[src/rtl/dac_lane_aligner_pkg.sv]
// Shared types and constants for the DAC lane aligner: FSM state encoding, lane entry layout, widths.
// No logic here, so no latency or backpressure of its own.
package dac_lane_aligner_pkg;

    localparam int LANES_DEF   = 8;
    localparam int SAMPLE_W    = 16;
    localparam int FRAME_CNT_W = 16;

    typedef enum logic [1:0] {
        ST_IDLE   = 2'd0,
        ST_FILL   = 2'd1,
        ST_STREAM = 2'd2
    } align_state_e;

    typedef struct packed {
        logic [SAMPLE_W-1:0] i;
        logic [SAMPLE_W-1:0] q;
        logic                last;
    } lane_entry_t;

    // Occupancy counter must also represent the full value DEPTH.
    function automatic int cnt_width(input int depth);
        return $clog2(depth) + 1;
    endfunction

endpackage

[src/rtl/dac_lane_aligner_if.sv]
// Per-lane I/Q sample streams into the aligner and lane-aligned DAC words out of it.
// Streams carry valid only; the source is always ready, so no ready signal exists.
interface dac_lane_aligner_if
    import dac_lane_aligner_pkg::*;
#(
    parameter int LANES = LANES_DEF
) ();

    logic [LANES-1:0]               s_axis_I_tvalid;
    logic [LANES-1:0]               s_axis_I_tlast;
    logic [LANES-1:0][SAMPLE_W-1:0] s_axis_I_tdata;
    logic [LANES-1:0]               s_axis_Q_tvalid;
    logic [LANES-1:0]               s_axis_Q_tlast;
    logic [LANES-1:0][SAMPLE_W-1:0] s_axis_Q_tdata;

    logic [LANES-1:0][SAMPLE_W-1:0] dac_I_data;
    logic [LANES-1:0][SAMPLE_W-1:0] dac_Q_data;
    logic                           dac_valid;

    modport master (
        output s_axis_I_tvalid, s_axis_I_tlast, s_axis_I_tdata,
        output s_axis_Q_tvalid, s_axis_Q_tlast, s_axis_Q_tdata,
        input  dac_I_data, dac_Q_data, dac_valid
    );

    modport slave (
        input  s_axis_I_tvalid, s_axis_I_tlast, s_axis_I_tdata,
        input  s_axis_Q_tvalid, s_axis_Q_tlast, s_axis_Q_tdata,
        output dac_I_data, dac_Q_data, dac_valid
    );

endinterface

[src/rtl/dac_lane_aligner_lane_fifo.sv]
// Single-lane synchronous FIFO of I/Q entries; read data is combinational from the head (0-cycle read).
// No backpressure: a push on full is dropped unless a pop frees the slot in the same cycle.
module lane_fifo
    import dac_lane_aligner_pkg::*;
#(
    parameter int DEPTH = 16
) (
    input  logic                        core_clk,
    input  logic                        arst_n,
    input  logic                        push_vld,
    input  lane_entry_t                 push_dat,
    input  logic                        pop_vld,
    output lane_entry_t                 pop_dat,
    output logic [cnt_width(DEPTH)-1:0] count,
    output logic                        full,
    output logic                        empty
);

    localparam int AW = $clog2(DEPTH);
    localparam int CW = cnt_width(DEPTH);

    lane_entry_t    mem [DEPTH];
    logic [AW-1:0]  wr_ptr;
    logic [AW-1:0]  rd_ptr;
    logic           do_pop;
    logic           do_push;

    assign full    = (count == CW'(DEPTH));
    assign empty   = (count == '0);
    assign do_pop  = pop_vld & ~empty;
    assign do_push = push_vld & (~full | do_pop);
    assign pop_dat = mem[rd_ptr];

    always_ff @(posedge core_clk or negedge arst_n) begin
        if (!arst_n) begin
            wr_ptr <= '0;
            rd_ptr <= '0;
            count  <= '0;
        end else begin
            if (do_push) wr_ptr <= wr_ptr + 1'b1;
            if (do_pop)  rd_ptr <= rd_ptr + 1'b1;
            case ({do_push, do_pop})
                2'b10:   count <= count + 1'b1;
                2'b01:   count <= count - 1'b1;
                default: count <= count;
            endcase
        end
    end

    // Storage needs no reset: pointers and count define validity.
    always_ff @(posedge core_clk) begin
        if (do_push) mem[wr_ptr] <= push_dat;
    end

endmodule

[src/rtl/dac_lane_aligner.sv]
// Buffers LANES I/Q streams and releases them in lockstep to the DACs; output registered 1 cycle after the common pop.
// Upstream is never back-pressured: misaligned, full-lane and starved cycles are dropped or idled and flagged.
module dac_lane_aligner
    import dac_lane_aligner_pkg::*;
#(
    parameter int                  LANES     = LANES_DEF,
    parameter int                  DEPTH     = 16,
    parameter int                  PRIME     = 4,
    parameter logic [SAMPLE_W-1:0] IDLE_CODE = 16'h0000
) (
    input  logic                   clk_250m,
    input  logic                   reset,
    dac_lane_aligner_if.slave      bus,
    input  logic                   clear_flags,
    output logic                   frame_active,
    output logic                   underflow,
    output logic                   overflow,
    output logic                   iq_misalign,
    output logic [FRAME_CNT_W-1:0] frame_count
);

    localparam int         CNT_W    = cnt_width(DEPTH);
    localparam logic [1:0] S_IDLE   = ST_IDLE;
    localparam logic [1:0] S_FILL   = ST_FILL;
    localparam logic [1:0] S_STREAM = ST_STREAM;

    logic [1:0]                  state;
    logic [1:0]                  state_nxt;
    logic [LANES-1:0]            lane_wr_vld;
    logic [LANES-1:0]            lane_full;
    logic [LANES-1:0]            lane_empty;
    logic [LANES-1:0]            pop_last;
    logic [LANES-1:0][CNT_W-1:0] lane_count;
    lane_entry_t                 pop_dat [LANES];
    logic                        all_primed;
    logic                        pop_vld;
    logic                        frame_end;
    logic                        underflow_ev;
    logic                        overflow_ev;
    logic                        misalign_ev;
    logic                        unused_last;

    for (genvar l = 0; l < LANES; l++) begin : g_lane
        lane_entry_t push_dat;

        assign push_dat       = '{i: bus.s_axis_I_tdata[l], q: bus.s_axis_Q_tdata[l], last: bus.s_axis_I_tlast[l]};
        assign lane_wr_vld[l] = bus.s_axis_I_tvalid[l] & bus.s_axis_Q_tvalid[l];
        assign pop_last[l]    = pop_dat[l].last;

        lane_fifo #(
            .DEPTH (DEPTH)
        ) u_fifo (
            .core_clk (clk_250m),
            .arst_n   (reset),
            .push_vld (lane_wr_vld[l]),
            .push_dat (push_dat),
            .pop_vld  (pop_vld),
            .pop_dat  (pop_dat[l]),
            .count    (lane_count[l]),
            .full     (lane_full[l]),
            .empty    (lane_empty[l])
        );
    end

    always_comb begin
        all_primed = 1'b1;
        for (int l = 0; l < LANES; l++) begin
            if (lane_count[l] < CNT_W'(PRIME)) all_primed = 1'b0;
        end
    end

    // All lanes pop as one; a single empty lane stalls every lane.
    assign pop_vld      = (state == S_STREAM) & ~|lane_empty;
    assign underflow_ev = (state == S_STREAM) &  |lane_empty;
    assign frame_end    = pop_vld & pop_last[0];
    assign overflow_ev  = |(lane_wr_vld & lane_full & ~{LANES{pop_vld}});
    assign misalign_ev  = |(bus.s_axis_I_tvalid ^ bus.s_axis_Q_tvalid);

    // Frame boundaries follow lane 0 only; other tlast bits and Q tlast carry no meaning here.
    assign unused_last  = ^{pop_last, bus.s_axis_Q_tlast};

    always_comb begin
        state_nxt = state;
        case (state)
            S_IDLE:   if (~&lane_empty) state_nxt = S_FILL;
            S_FILL:   if (all_primed)   state_nxt = S_STREAM;
            S_STREAM: begin
                if (underflow_ev)   state_nxt = S_FILL;
                else if (frame_end) state_nxt = S_IDLE;
            end
            default:  state_nxt = S_IDLE;
        endcase
    end

    always_ff @(posedge clk_250m or negedge reset) begin
        if (!reset) begin
            state        <= S_IDLE;
            frame_active <= 1'b0;
            underflow    <= 1'b0;
            overflow     <= 1'b0;
            iq_misalign  <= 1'b0;
            frame_count  <= '0;
        end else begin
            state        <= state_nxt;
            frame_active <= (state_nxt != S_IDLE);
            // A set event in the same cycle as a clear wins.
            underflow    <= (underflow   & ~clear_flags) | underflow_ev;
            overflow     <= (overflow    & ~clear_flags) | overflow_ev;
            iq_misalign  <= (iq_misalign & ~clear_flags) | misalign_ev;
            if (frame_end) frame_count <= frame_count + 1'b1;
        end
    end

    always_ff @(posedge clk_250m or negedge reset) begin
        if (!reset) begin
            bus.dac_valid  <= 1'b0;
            bus.dac_I_data <= {LANES{IDLE_CODE}};
            bus.dac_Q_data <= {LANES{IDLE_CODE}};
        end else begin
            bus.dac_valid <= pop_vld;
            for (int l = 0; l < LANES; l++) begin
                bus.dac_I_data[l] <= pop_vld ? pop_dat[l].i : IDLE_CODE;
                bus.dac_Q_data[l] <= pop_vld ? pop_dat[l].q : IDLE_CODE;
            end
        end
    end

endmodule

[src/flat_wrapper.sv]
// flat-port wrapper written by rule: the top's interface ports become plain ports
module dac_lane_aligner_flat import dac_lane_aligner_pkg::*;
#(
    parameter int                  LANES     = LANES_DEF,
    parameter int                  DEPTH     = 16,
    parameter int                  PRIME     = 4,
    parameter logic [SAMPLE_W-1:0] IDLE_CODE = 16'h0000
)
  (clk_250m, reset, clear_flags, frame_active, underflow, overflow, iq_misalign, frame_count, bus_s_axis_I_tvalid, bus_s_axis_I_tlast, bus_s_axis_I_tdata, bus_s_axis_Q_tvalid, bus_s_axis_Q_tlast, bus_s_axis_Q_tdata, bus_dac_I_data, bus_dac_Q_data, bus_dac_valid);
  dac_lane_aligner_if #(.LANES(LANES)) bus_i ();
  input  logic clk_250m;
  input  logic reset;
  input  logic clear_flags;
  output logic frame_active;
  output logic underflow;
  output logic overflow;
  output logic iq_misalign;
  output logic [FRAME_CNT_W-1:0] frame_count;
  input wire logic [$bits(bus_i.s_axis_I_tvalid)-1:0] bus_s_axis_I_tvalid;
  input wire logic [$bits(bus_i.s_axis_I_tlast)-1:0] bus_s_axis_I_tlast;
  input wire logic [$bits(bus_i.s_axis_I_tdata)-1:0] bus_s_axis_I_tdata;
  input wire logic [$bits(bus_i.s_axis_Q_tvalid)-1:0] bus_s_axis_Q_tvalid;
  input wire logic [$bits(bus_i.s_axis_Q_tlast)-1:0] bus_s_axis_Q_tlast;
  input wire logic [$bits(bus_i.s_axis_Q_tdata)-1:0] bus_s_axis_Q_tdata;
  output wire logic [$bits(bus_i.dac_I_data)-1:0] bus_dac_I_data;
  output wire logic [$bits(bus_i.dac_Q_data)-1:0] bus_dac_Q_data;
  output wire logic [$bits(bus_i.dac_valid)-1:0] bus_dac_valid;
  assign bus_i.s_axis_I_tvalid = bus_s_axis_I_tvalid;
  assign bus_i.s_axis_I_tlast = bus_s_axis_I_tlast;
  assign bus_i.s_axis_I_tdata = bus_s_axis_I_tdata;
  assign bus_i.s_axis_Q_tvalid = bus_s_axis_Q_tvalid;
  assign bus_i.s_axis_Q_tlast = bus_s_axis_Q_tlast;
  assign bus_i.s_axis_Q_tdata = bus_s_axis_Q_tdata;
  assign bus_dac_I_data = bus_i.dac_I_data;
  assign bus_dac_Q_data = bus_i.dac_Q_data;
  assign bus_dac_valid = bus_i.dac_valid;
  dac_lane_aligner #(.LANES(LANES), .DEPTH(DEPTH), .PRIME(PRIME), .IDLE_CODE(IDLE_CODE)) u_core (.clk_250m(clk_250m), .reset(reset), .bus(bus_i), .clear_flags(clear_flags), .frame_active(frame_active), .underflow(underflow), .overflow(overflow), .iq_misalign(iq_misalign), .frame_count(frame_count));
endmodule
[config.mk]
export PLATFORM = sky130hd
export DESIGN_NAME = dac_lane_aligner_flat
export DESIGN_NICKNAME = d
export VERILOG_FILES = /design/src/rtl/dac_lane_aligner_pkg.sv /design/src/rtl/dac_lane_aligner_if.sv /design/src/rtl/dac_lane_aligner_lane_fifo.sv /design/src/rtl/dac_lane_aligner.sv /design/src/flat_wrapper.sv
export SDC_FILE = /design/constraint.sdc
export NUM_CORES = 2
export LEC_CHECK = 0
export ABC_AREA = 1
export BUFFER_PORTS_ARGS = -buffer_cell sky130_fd_sc_hd__buf_2
export CAP_MARGIN = 20
export CORE_ASPECT_RATIO = 1.1
export CORE_MARGIN = 1
export CORE_UTILIZATION = 50
export DETAILED_ROUTE_END_ITERATION = 7
export GPL_ROUTABILITY_DRIVEN = 0
export GPL_TIMING_DRIVEN = 0
export PLACE_DENSITY = 0.66
export REMOVE_ABC_BUFFERS = 1
export SETUP_SLACK_MARGIN = 0.1
export SLEW_MARGIN = 20
export SYNTH_ARGS = -nofsm -noshare
export SYNTH_HDL_FRONTEND = slang
export SYNTH_MEMORY_MAX_BITS = 65536
export SYNTH_SLANG_ARGS = --single-unit
[constraint.sdc]
create_clock -name clk_250m -period 4.5 [get_ports clk_250m]
set_input_delay 0.675 -clock clk_250m [delete_from_list [all_inputs] [get_ports clk_250m]]
set_output_delay 0.675 -clock clk_250m [all_outputs]
set_load 0.01 [all_outputs]
==> results by group <==
Pwr
  – Net Sw Frac: 33.8%
  – Pwr/cell area: a little under 600 nW/µm²
  – Internal power: ~81 mW
  – Seq pwr share: between 40% and 50%
  – Max rail drop VDD: between 0.5 and 0.6 mV
  – Combinational power share: between 20% and 30%
  – Leak: around 74 nW
  – Clk pwr share: 30.0%
  – Net Sw Power: 41.2 mW

Cells and area
  – Fraction of layout cells with a size suffix above 1: between 10% and 20%
  – Final #Nets: 14,685
  – Multi-input combinational cell area: ~40,000 µm²
  – Filler Cell Count: 26,601
  – Layout area overhead: 17.6%
  – Post-route cell area: 207,000 µm²
  – Reg area: approximately 130,000 µm²

STA
  – Slew margin rel.: 26.4%
  – Period minus WS final: about 4.0 ns
  – Setup violators final: 0
  – Final WS setup: 0.502 ns
  – Fmax: around 250 MHz
  – Final Hold Vio Count: 0
  – Fin. max-slew vios: 0
  – Clock Skews: between 0.06 and 0.07 ns
  – RSZ-0062 raised after global routing: false
  – Fin crit share: between 80% and 90%
  – Worst Max-Slew Pin Slew: 1.10 ns
  – Hold slack: just under 0.07 ns

Global route
  – GR Util met2: between 40 and 50%
  – GRT Max-Usage Layer: met2
  – Vias in the first global route: ~110k
  – Met3 usage: 4.08%
  – Grt total ovfl: 0
  – Met1 GRT Util: roughly 33%
  – GR Util All Layers: about a quarter
  – Initial antenna violation count: 64
  – Global-route wire length before repair: 665,000 µm
  – Largest net degree at the start of global routing: about 110

Worst setup path
  – Max FO, Critical Path: 33
  – Startpoint Class: flop
  – Internal reg-to-reg setup slack: roughly 0.5 ns
  – Critical-path cell list: nor2_1 > nand3_1 > nand2_1 > nor2_8 > nand3_4 > buf_16 > buf_16 > buf_16 > inv_12 > buf_16 > nand2_1 > inv_1 > ha_1 > inv_1 > o31ai_1 > or2_2 > nand2_1 > nand2_1 > nand2_1
  – Crit. End Element: flop
  – Slowest-stage cell, CP: dfrtp_1
  – Worst r2r path cells: 19
  – Req. time, crit path: approximately 5.3 ns
  – Crit path DAT: approximately 4.8 ns
  – RR Startpoint: u_core.g_lane[1].u_fifo.count[3]
  – Critical Path Max Stage Delay: roughly 0.40 ns
  – Worst R2R End: u_core.g_lane[4].u_fifo.count[4]
  – CP dominant cell by count: nand2_1
  – WS Path Type: reg2reg

Yosys
  – Post-synthesis instance area: about 180,000 µm²
  – Largest area contributor in the netlist: edfxtp_1
  – Most instantiated cells after synthesis: 4,138 x nand2_1, 4,112 x edfxtp_1, 1,269 x nand3_1
  – Ys Warns: 0
  – Area share of the largest cell type after synthesis: a little over two thirds
  – Primary FF master, synth: edfxtp_1
  – Syn Inst Count: approximately 14,000
  – Post-synth ARST share: 8.52%
  – Seq cells post-synth: between 4,000 and 5,000
  – Sequential-to-total area share from yosys stat: 75.6%
  – Post-synth EDFFs: approximately 4,000
  – Syn_area_per_cell: between 10 and 15 µm²
  – Synth unique cells: 40
  – Synth top area cells: edfxtp_1 70%, nand2_1 8.8%, dfrtp_1 5.4%
  – Most frequent cell after synthesis: nand2_1

Floorplanning
  – I/O Pins: 568
  – Die area: ~350,000 µm²
  – DIE WIDTH: 568 µm
  – Initial core utilization: roughly half
  – Die Ht: 624 µm
  – Core Box Area: 351,000 µm²
  – Row cnt: approximately 230

Placement
  – I/O Buffers: around 550
  – Setup WS pre-CTS: roughly 0.099 ns
  – Placed inst area: around 190,000 µm²
  – Dpl hpwl: between 200,000 and 300,000 µm

Clock network
  – Clock transition at path regs: approximately 0.060 ns
  – TritonCTS clock tree: built
  – Clock latency on the worst-skew pair: 1.00 ns
  – Clk buf depth: 4
  – CTS buffer count: 438
  – H-tree levels: 5
  – Root Driver: clkbuf_16
  – Clock tree sinks: roughly 4,500

Detailed routing
  – 1st-pass router iterations: 8
  – WL per Instance: ~23 µm
  – Final wirelength: between 400,000 and 500,000 µm
  – DRC: 2
  – Iter 0 DRT Violations: about 11,000
  – Total number of vias: between 100k and 150k
  – DRT antenna net count: 0
  – Vias per cell: 5.77

Hold path
  – HP Start: bus_s_axis_Q_tdata[33]
  – Hold EP: u_core.g_lane[2].u_fifo.mem[15][2]
  – Worst hold path type: in2reg
  – WHS Path Cells: 1

Run
  – Max Cap Viol: 0

Outcome
  – Violated checks: DRC
  – Status: finished with violations
==> sequential cells by signal, summed over array words and instances, names as in the netlist, 2 cells and up <==
signal,flops
u_core.bus.dac_I_data,128
u_core.g_lane.u_fifo.count,40
u_core.g_lane.u_fifo.wr_ptr,32
u_core.bus.dac_Q_data,128
u_core.state,2
u_core.frame_count,16
u_core.g_lane.u_fifo.mem,4112
u_core.g_lane.u_fifo.rd_ptr,32
==> cells in the final DEF, fill, tap and decap left out, types with 128 or more instances in the layout <==
master,Yosys,final
dlygate4sd3_1,0,180
nand3_1,1269,1269
a31oi_1,151,151
clkbuf_16,0,441
nand2_1,4138,4138
a221oi_1,280,280
buf_2,215,551
dfrtp_1,383,351
clkbuf_1,509,135
a32o_1,178,178
nor2_4,0,128
buf_16,0,227
edfxtp_1,4112,4112
a21oi_1,1086,1086
nor2_1,502,373
==> final cells by class <==
class | count | share of cell area (%)
Antenna cell | 35 | 0.0423
Clock buffer | 636 | 5.97
Clock inverter | 193 | 1.07
Inverter | 163 | 0.364
Multi-Input combinational cell | 8150 | 19.2
Sequential cell | 4495 | 64.4
Tap cell | 4600 | 2.78
Timing Repair Buffer | 1065 | 6.23
==> power groups by stage <==
stage,clock network [mW],registers (mW),logic (mW)
final,36.5,51.2,34.2
after global routing,38.7,51.4,37.8
after CTS,37.0,51.1,34.1
after detailed placement,0,52.0,33.8
after global placement,0,55.5,27.8
after floorplan,0,53.1,21.0
==> layer usage <==
layer	vias up	share of wire [%]
met3	827	7.6
met1	55394	40
met2	4362	49
li1	50902	-
met5	-	0.052
met4	36	3.3
==> through the flow <==
stage	TNS [ns]	utilization (%)	total power [mW]	cells
2_1_floorplan	-1765.03	-	74.1	12808
3_5_place_dp	0	54.3	85.8	18290
3_3_place_gp	-	51.6	83.2	17960
6_report	0	59.0	122	19337
4_1_cts	0	59.0	122	19299
5_1_grt	0	59.0	128	19319
==> worst max-delay path by stage <==
| stage | startpoint | endpoint | cells after the start |
|---|---|---|---|
| after detailed placement | u_core.state[0] | u_core.g_lane[4].u_fifo.count[4] | 15 |
| after CTS | u_core.g_lane[1].u_fifo.count[0] | u_core.g_lane[4].u_fifo.count[4] | 18 |
| after floorplan | u_core.g_lane[6].u_fifo.rd_ptr[0] | u_core.bus.dac_I_data[96] | 7 |
| final | u_core.g_lane[1].u_fifo.count[3] | u_core.g_lane[4].u_fifo.count[4] | 19 |
| after global placement | u_core.g_lane[0].u_fifo.rd_ptr[0] | u_core.frame_count[5] | 10 |
| after global routing | u_core.g_lane[1].u_fifo.count[3] | u_core.g_lane[4].u_fifo.count[4] | 19 |
==> worst max-delay path: cells and delay by family, from the launching register on <==
family          cells  cell delay (ns)
compound gates      1             0.30
fa+ha+maj           1             0.36
flops               1             0.40
buf+inv             7             1.31
simple gates       10             1.29
==> logic make-up after synthesis <==
group | after synthesis | synth area share [%]
AOI/OAI and AO/OA | 1920 | 6.96
xor gates and xnor gates | 85 | 0.423
adders and majority gates | 81 | 0.610
buffers and inverters | 1047 | 2.42
DFF | 4495 | 75.6
and+or+nand+nor | 6064 | 14.0
==> what timing repair did <==
action                                  CTS  global route
hold buffers                            180             0
buffers inserted                          0             2
resized for setup                         0             3
setup endpoints to repair                 0             2
endpoints found under the hold margin  2026             0
Power figures use the tool's default switching activity.
